`src/rtl/fft_pkg.sv`:
```
// Shared constants, state encoding and helpers for the 8-point FFT sequencer.
package fft_pkg;

    localparam int LOG2N  = 3;
    localparam int ADDR_W = 3;
    localparam int TW_W   = 2;

    typedef enum logic [1:0] {
        LOAD,
        ISSUE,
        WAIT,
        OUTPUT
    } fft_state_e;

    function automatic logic [ADDR_W-1:0] bit_rev(input logic [ADDR_W-1:0] v);
        logic [ADDR_W-1:0] r;
        for (int i = 0; i < ADDR_W; i++) begin
            r[i] = v[ADDR_W-1-i];
        end
        return r;
    endfunction

endpackage

```
`src/rtl/fft_ctrl_if.sv`:
```
// Sample-in, butterfly-issue and result-out signals between fft_ctrl and its datapath.
interface fft_ctrl_if;
    import fft_pkg::*;

    logic              sample_valid;
    logic              sample_ready;
    logic              wr_en;
    logic [ADDR_W-1:0] wr_addr;
    logic              bfly_valid;
    logic [ADDR_W-1:0] bfly_addr_a;
    logic [ADDR_W-1:0] bfly_addr_b;
    logic [TW_W-1:0]   twiddle_idx;
    logic [1:0]        stage;
    logic              res_valid;
    logic              res_ready;
    logic [ADDR_W-1:0] rd_addr;
    logic              busy;
    logic              done;

    modport master (
        input  sample_valid, res_ready,
        output sample_ready, wr_en, wr_addr, bfly_valid, bfly_addr_a, bfly_addr_b,
               twiddle_idx, stage, res_valid, rd_addr, busy, done
    );

    modport slave (
        output sample_valid, res_ready,
        input  sample_ready, wr_en, wr_addr, bfly_valid, bfly_addr_a, bfly_addr_b,
               twiddle_idx, stage, res_valid, rd_addr, busy, done
    );

endinterface

```
`src/rtl/fft_addr_gen.sv`:
```
// Combinational DIT butterfly address/twiddle mapping from (stage, k).
module fft_addr_gen
    import fft_pkg::*;
(
    input  logic [1:0]        stage,
    input  logic [1:0]        k,
    output logic [ADDR_W-1:0] addr_a,
    output logic [ADDR_W-1:0] addr_b,
    output logic [TW_W-1:0]   tw
);

    logic [ADDR_W-1:0] k_ext;
    logic [ADDR_W-1:0] half;
    logic [ADDR_W-1:0] group;
    logic [ADDR_W-1:0] pos;

    always_comb begin
        k_ext  = {1'b0, k};
        half   = ADDR_W'(1) << stage;
        group  = k_ext >> stage;
        pos    = k_ext & (half - ADDR_W'(1));
        // group * 2 * half folded into one shift
        addr_a = (group << (stage + 2'd1)) + pos;
        addr_b = addr_a + half;
        tw     = TW_W'(pos << (2'd2 - stage));
    end

endmodule

```
`src/rtl/fft_ctrl.sv`:
```
// 8-point radix-2 FFT sequencer: load, 3x4 butterfly issue with write-back gaps, result stream.
// Optional FFT_CTRL_BITREV_EN: write samples to bit-reversed addresses for in-place DIT.
module fft_ctrl
    import fft_pkg::*;
#(
    parameter int unsigned N_POINTS = 8,
    parameter int unsigned BFLY_LAT = 2
) (
    input logic        CLK,
    input logic        RST,
    fft_ctrl_if.master bus
);

    localparam logic [ADDR_W-1:0] LAST_IDX   = ADDR_W'(N_POINTS - 1);
    localparam logic [1:0]        LAST_STAGE = 2'(LOG2N - 1);
    localparam logic [1:0]        LAST_K     = 2'd3;
    localparam int unsigned       WAIT_W     = (BFLY_LAT > 1) ? $clog2(BFLY_LAT) : 1;
    localparam logic [WAIT_W-1:0] LAST_WAIT  = WAIT_W'(BFLY_LAT - 1);

    fft_state_e        state_q, state_d;
    logic [ADDR_W-1:0] n_q, n_d;
    logic [1:0]        k_q, k_d;
    logic [1:0]        stage_q, stage_d;
    logic [WAIT_W-1:0] w_q, w_d;
    logic [ADDR_W-1:0] r_q, r_d;

    logic              sample_ready;
    logic              wr_en;
    logic              bfly_valid;
    logic              res_valid;
    logic              done;
    logic [ADDR_W-1:0] gen_a;
    logic [ADDR_W-1:0] gen_b;
    logic [TW_W-1:0]   gen_tw;

    fft_addr_gen u_addr_gen (
        .stage  (stage_q),
        .k      (k_q),
        .addr_a (gen_a),
        .addr_b (gen_b),
        .tw     (gen_tw)
    );

    always_ff @(posedge CLK or posedge RST) begin
        if (RST) begin
            state_q <= LOAD;
            n_q     <= '0;
            k_q     <= '0;
            stage_q <= '0;
            w_q     <= '0;
            r_q     <= '0;
        end else begin
            state_q <= state_d;
            n_q     <= n_d;
            k_q     <= k_d;
            stage_q <= stage_d;
            w_q     <= w_d;
            r_q     <= r_d;
        end
    end

    always_comb begin
        state_d      = state_q;
        n_d          = n_q;
        k_d          = k_q;
        stage_d      = stage_q;
        w_d          = w_q;
        r_d          = r_q;
        sample_ready = 1'b0;
        wr_en        = 1'b0;
        bfly_valid   = 1'b0;
        res_valid    = 1'b0;
        done         = 1'b0;

        unique case (state_q)
            LOAD: begin
                sample_ready = 1'b1;
                wr_en        = bus.sample_valid;
                if (wr_en) begin
                    if (n_q == LAST_IDX) begin
                        n_d     = '0;
                        k_d     = '0;
                        stage_d = '0;
                        state_d = ISSUE;
                    end else begin
                        n_d = n_q + ADDR_W'(1);
                    end
                end
            end
            ISSUE: begin
                bfly_valid = 1'b1;
                if (k_q == LAST_K) begin
                    k_d     = '0;
                    w_d     = '0;
                    state_d = WAIT;
                end else begin
                    k_d = k_q + 2'd1;
                end
            end
            WAIT: begin
                // Idle slots let the last butterfly write back before the next stage reads it
                if (w_q == LAST_WAIT) begin
                    w_d = '0;
                    if (stage_q == LAST_STAGE) begin
                        r_d     = '0;
                        state_d = OUTPUT;
                    end else begin
                        stage_d = stage_q + 2'd1;
                        state_d = ISSUE;
                    end
                end else begin
                    w_d = w_q + WAIT_W'(1);
                end
            end
            OUTPUT: begin
                res_valid = 1'b1;
                if (bus.res_ready) begin
                    if (r_q == LAST_IDX) begin
                        done    = 1'b1;
                        r_d     = '0;
                        n_d     = '0;
                        stage_d = '0;
                        state_d = LOAD;
                    end else begin
                        r_d = r_q + ADDR_W'(1);
                    end
                end
            end
            default: state_d = LOAD;
        endcase
    end

    assign bus.sample_ready = sample_ready;
    assign bus.wr_en        = wr_en;
`ifdef FFT_CTRL_BITREV_EN
    assign bus.wr_addr      = bit_rev(n_q);
`else
    assign bus.wr_addr      = n_q;
`endif
    assign bus.bfly_valid   = bfly_valid;
    assign bus.bfly_addr_a  = bfly_valid ? gen_a : '0;
    assign bus.bfly_addr_b  = bfly_valid ? gen_b : '0;
    assign bus.twiddle_idx  = bfly_valid ? gen_tw : '0;
    assign bus.stage        = stage_q;
    assign bus.res_valid    = res_valid;
    assign bus.rd_addr      = res_valid ? r_q : '0;
    assign bus.busy         = (state_q != LOAD);
    assign bus.done         = done;

endmodule

```
`src/flat_wrapper.sv`:
```
// flat-port wrapper written by rule: the top's interface ports become plain ports
module fft_ctrl_flat import fft_pkg::*;
#(
    parameter int unsigned N_POINTS = 8,
    parameter int unsigned BFLY_LAT = 2
)
  (CLK, RST, bus_sample_valid, bus_res_ready, bus_sample_ready, bus_wr_en, bus_wr_addr, bus_bfly_valid, bus_bfly_addr_a, bus_bfly_addr_b, bus_twiddle_idx, bus_stage, bus_res_valid, bus_rd_addr, bus_busy, bus_done);
  fft_ctrl_if bus_i ();
  input logic CLK;
  input logic RST;
  input wire logic [$bits(bus_i.sample_valid)-1:0] bus_sample_valid;
  input wire logic [$bits(bus_i.res_ready)-1:0] bus_res_ready;
  output wire logic [$bits(bus_i.sample_ready)-1:0] bus_sample_ready;
  output wire logic [$bits(bus_i.wr_en)-1:0] bus_wr_en;
  output wire logic [$bits(bus_i.wr_addr)-1:0] bus_wr_addr;
  output wire logic [$bits(bus_i.bfly_valid)-1:0] bus_bfly_valid;
  output wire logic [$bits(bus_i.bfly_addr_a)-1:0] bus_bfly_addr_a;
  output wire logic [$bits(bus_i.bfly_addr_b)-1:0] bus_bfly_addr_b;
  output wire logic [$bits(bus_i.twiddle_idx)-1:0] bus_twiddle_idx;
  output wire logic [$bits(bus_i.stage)-1:0] bus_stage;
  output wire logic [$bits(bus_i.res_valid)-1:0] bus_res_valid;
  output wire logic [$bits(bus_i.rd_addr)-1:0] bus_rd_addr;
  output wire logic [$bits(bus_i.busy)-1:0] bus_busy;
  output wire logic [$bits(bus_i.done)-1:0] bus_done;
  assign bus_i.sample_valid = bus_sample_valid;
  assign bus_i.res_ready = bus_res_ready;
  assign bus_sample_ready = bus_i.sample_ready;
  assign bus_wr_en = bus_i.wr_en;
  assign bus_wr_addr = bus_i.wr_addr;
  assign bus_bfly_valid = bus_i.bfly_valid;
  assign bus_bfly_addr_a = bus_i.bfly_addr_a;
  assign bus_bfly_addr_b = bus_i.bfly_addr_b;
  assign bus_twiddle_idx = bus_i.twiddle_idx;
  assign bus_stage = bus_i.stage;
  assign bus_res_valid = bus_i.res_valid;
  assign bus_rd_addr = bus_i.rd_addr;
  assign bus_busy = bus_i.busy;
  assign bus_done = bus_i.done;
  fft_ctrl #(.N_POINTS(N_POINTS), .BFLY_LAT(BFLY_LAT)) u_core (.CLK(CLK), .RST(RST), .bus(bus_i));
endmodule
```
`config.mk`:
```
export PLATFORM = sky130hd
export DESIGN_NAME = fft_ctrl_flat
export DESIGN_NICKNAME = d
export VERILOG_FILES = /design/src/rtl/fft_pkg.sv /design/src/rtl/fft_ctrl_if.sv /design/src/rtl/fft_addr_gen.sv /design/src/rtl/fft_ctrl.sv /design/src/flat_wrapper.sv
export SDC_FILE = /design/constraint.sdc
export NUM_CORES = 1
export LEC_CHECK = 0
export ABC_CLOCK_PERIOD_IN_PS = 5000
export BUFFER_PORTS_ARGS = -buffer_cell sky130_fd_sc_hd__buf_2
export CAP_MARGIN = 15
export CORE_ASPECT_RATIO = 1.4
export CORE_MARGIN = 1
export CORE_UTILIZATION = 45
export CTS_CLUSTER_SIZE = 8
export DETAILED_ROUTE_END_ITERATION = 10
export GPL_TIMING_DRIVEN = 0
export PLACE_DENSITY = 0.69
export SYNTH_ARGS = -nofsm -noshare
export SYNTH_HDL_FRONTEND = slang
export SYNTH_SLANG_ARGS = --single-unit
```
`constraint.sdc`:
```
create_clock -name CLK -period 5 [get_ports CLK]
set_clock_uncertainty 0.2 [all_clocks]
set_input_delay 0.5 -clock CLK [delete_from_list [all_inputs] [get_ports CLK]]
set_output_delay 0.5 -clock CLK [all_outputs]
set_load 0.05 [all_outputs]
```
==> metrics.txt <==
clock transition at the registers of the reported paths 90 ps; residual DRC count 0; first-pass GRT wire length 3719 um; CTS Hold Buffers Added 0; Crit. End Element primary output; asr flop ratio synth 100.0%; # diodes 0; port buffer count 25; antenna violations before repair 0; Worst EP required 4300 ps; Multi-input gate area 630.6 sq um; Warnings, synthesis 0; WS Path Type flip-flop to primary output; startpoint types flip-flop; Mapped Area 1022 sq um; Slew Viols, Final 0; GRT Overall Usage 19.60%; setup ws final 1080 ps; Worst Max-Slew Pin Slew 513.4 ps; min-delay worst type input port to async pin; Overflow after GRT 0; final hold violation count 0; Post-Synthesis Cells 116; worst skew pair latency 300 ps; hpwl dp 1710 um; vias per cell 5.545; total CTS buffers 3; Initial Util 47.50%; CTS tree built; dpl cell area 1175 sq um; Final setup violation count 0; syn_area_per_cell 8.812 sq um; clk sink count 13; Max Fclk 255.1 MHz; CTS root buf clkbuf_4; relative slew slack 65.73%; Iteration-0 DRC Markers 16; minimum clock period 3920 ps; drt pass-1 iters 4; area growth from synthesis to layout 17.50%; Post-CTS Setup Inserts 0; status finished clean; pre-CTS setup slack 1379 ps; max_cap viols 0; DR WL/cell 12.93 um; Core Area 2152 sq um; vias in the first global route 874; post-CTS sizing 0; Syn Nets 132; Post-Route WL 2159 um; Die X 42.28 um; synthesized flop and latch total 13; Seq/Total Area, Yosys 31.82%; Die Y-Extent 58.40 um; fin crit share 78.40%; Post-DRT Antenna Nets 0; share of cells above drive strength 1 24.83%; routed via count 926; Final Util 55.81%; crit path DAT 3220 ps; Final Instance Area 1201 sq um; setup TNS 0 ps; Final GP Congestion 0.8111; # rows 20; fill count 225; storage element area 325.3 sq um; largest net degree at the start of global routing 14; CP max FO 7; Post-synth top flop dfrtp_1; die area 2469 sq um; nets 162; number of I/O pins 26; count of cell types in the netlist 32; unrepaired setup endpoints after global routing false; htree depth 1; CTS max path bufs 2; EDFF count, synth 0
cells in the mapped netlist (all sizes together) (3+ instances only):
cell / count / area share, %
xnor2: 4 / 3.4
dfrtp: 13 / 32
a21oi: 10 / 4.9
nor3: 3 / 2.0
clkbuf: 3 / 1.2
o21ai: 6 / 2.9
nand2: 13 / 4.8
nor2: 9 / 3.3
and3: 6 / 4.2
a22o: 4 / 3.4
ha: 10 / 12
inv: 10 / 3.7
and2: 4 / 2.4
metal layers:
metal | vias to the layer above | GRT usage, % | routed length [um]
met5 | - | 0 | 0
met4 | 0 | 9.375 | 48
li1 | 457 | - | -
met2 | 27 | 36.92 | 1137
met1 | 439 | 22.33 | 878
met3 | 3 | 0.9202 | 95
sequential cells by signal, summed over array words and instances, names as in the netlist:
register            flops
u_core.r_q              3
u_core.w_q              1
u_core.state_q          2
u_core.k_q              2
u_core.bus.wr_addr      3
u_core.bus.stage        2
worst max-delay path, stage by stage, from the launching register on:
cell and delay [ps]:
dfrtp_1 390, buf_6 140, inv_1 70, ha_1 380, nor3_1 90, ha_1 190, fa_1 480, inv_1 70
fa_1 400, xnor2_1 160, xnor3_1 220, nor2_1 80, buf_2 260
stage by stage:
step	std cells	hold slack (ps)
4_1_cts	167	32.95
3_5_place_dp	163	327.2
5_1_grt	167	64.52
3_3_place_gp	163	320.4
6_report	167	18.15
2_1_floorplan	116	177.0
area by class of cell:
cell class | count | share of cell area (%)
buffer | 5 | 2.396
clock buffer | 4 | 2.188
inverter | 10 | 3.125
multi-input combinational | 88 | 52.50
sequential | 13 | 27.08
tap | 22 | 2.292
timing repair buffer | 25 | 10.42
cells by family (layout without fill, tap and decap cells):
group | count (synthesis) | in the layout | share of synthesized area, %
simple gates | 43 | 43 | 21.91
compound gates | 25 | 25 | 14.93
buf+inv | 15 | 44 | 6.486
flops | 13 | 13 | 31.82
fa+ha+maj | 12 | 12 | 16.16
xor+xnor | 5 | 5 | 5.630
mux | 3 | 3 | 3.060
layout by cell type (no fill, tap or decap):
master / count
o21ai_0: 6
a22o_1: 4
fa_1: 2
a31o_2: 1
buf_2: 26
nor2b_1: 2
mux2_2: 1
o211ai_1: 1
xnor2_1: 4
clkbuf_1: 3
and2_1: 4
and3_1: 5
buf_6: 1
nand3_1: 1
a21oi_1: 10
nor3_2: 1
nor4b_1: 1
dfrtp_1: 13
o31ai_1: 2
o22ai_1: 1
clkbuf_4: 3
xnor3_1: 1
and3_4: 1
nor3_1: 2
nor2_1: 9
inv_1: 9
nor3b_1: 2
clkbuf_2: 1
mux2i_1: 2
nand2_1: 13
inv_2: 1
ha_1: 10
nand2b_1: 2
final timing paths:
kind / endpoint / start / cells past startpoint / slack (ps)
max in group asynchronous: u_core.bus.wr_addr[0]$_DFFE_PP0P_ / RST / 2 / 4240
worst max register to register: u_core.bus.stage[0]$_DFFE_PP0P_ / u_core.bus.stage[0]$_DFFE_PP0P_ / 7 / 3030
min in group CLK: u_core.r_q[2]$_DFFE_PP0P_ / u_core.r_q[2]$_DFFE_PP0P_ / 1 / 350
worst max-delay path: bus_bfly_addr_b[2] / u_core.bus.stage[0]$_DFFE_PP0P_ / 12 / 1080
worst min register to register: u_core.r_q[2]$_DFFE_PP0P_ / u_core.r_q[2]$_DFFE_PP0P_ / 1 / 350
worst min-delay path: u_core.k_q[1]$_DFFE_PP0P_ / RST / 2 / 20
Power is not shown: default switching activity piles up to over one toggle a cycle in this logic, so the estimate is an artifact.
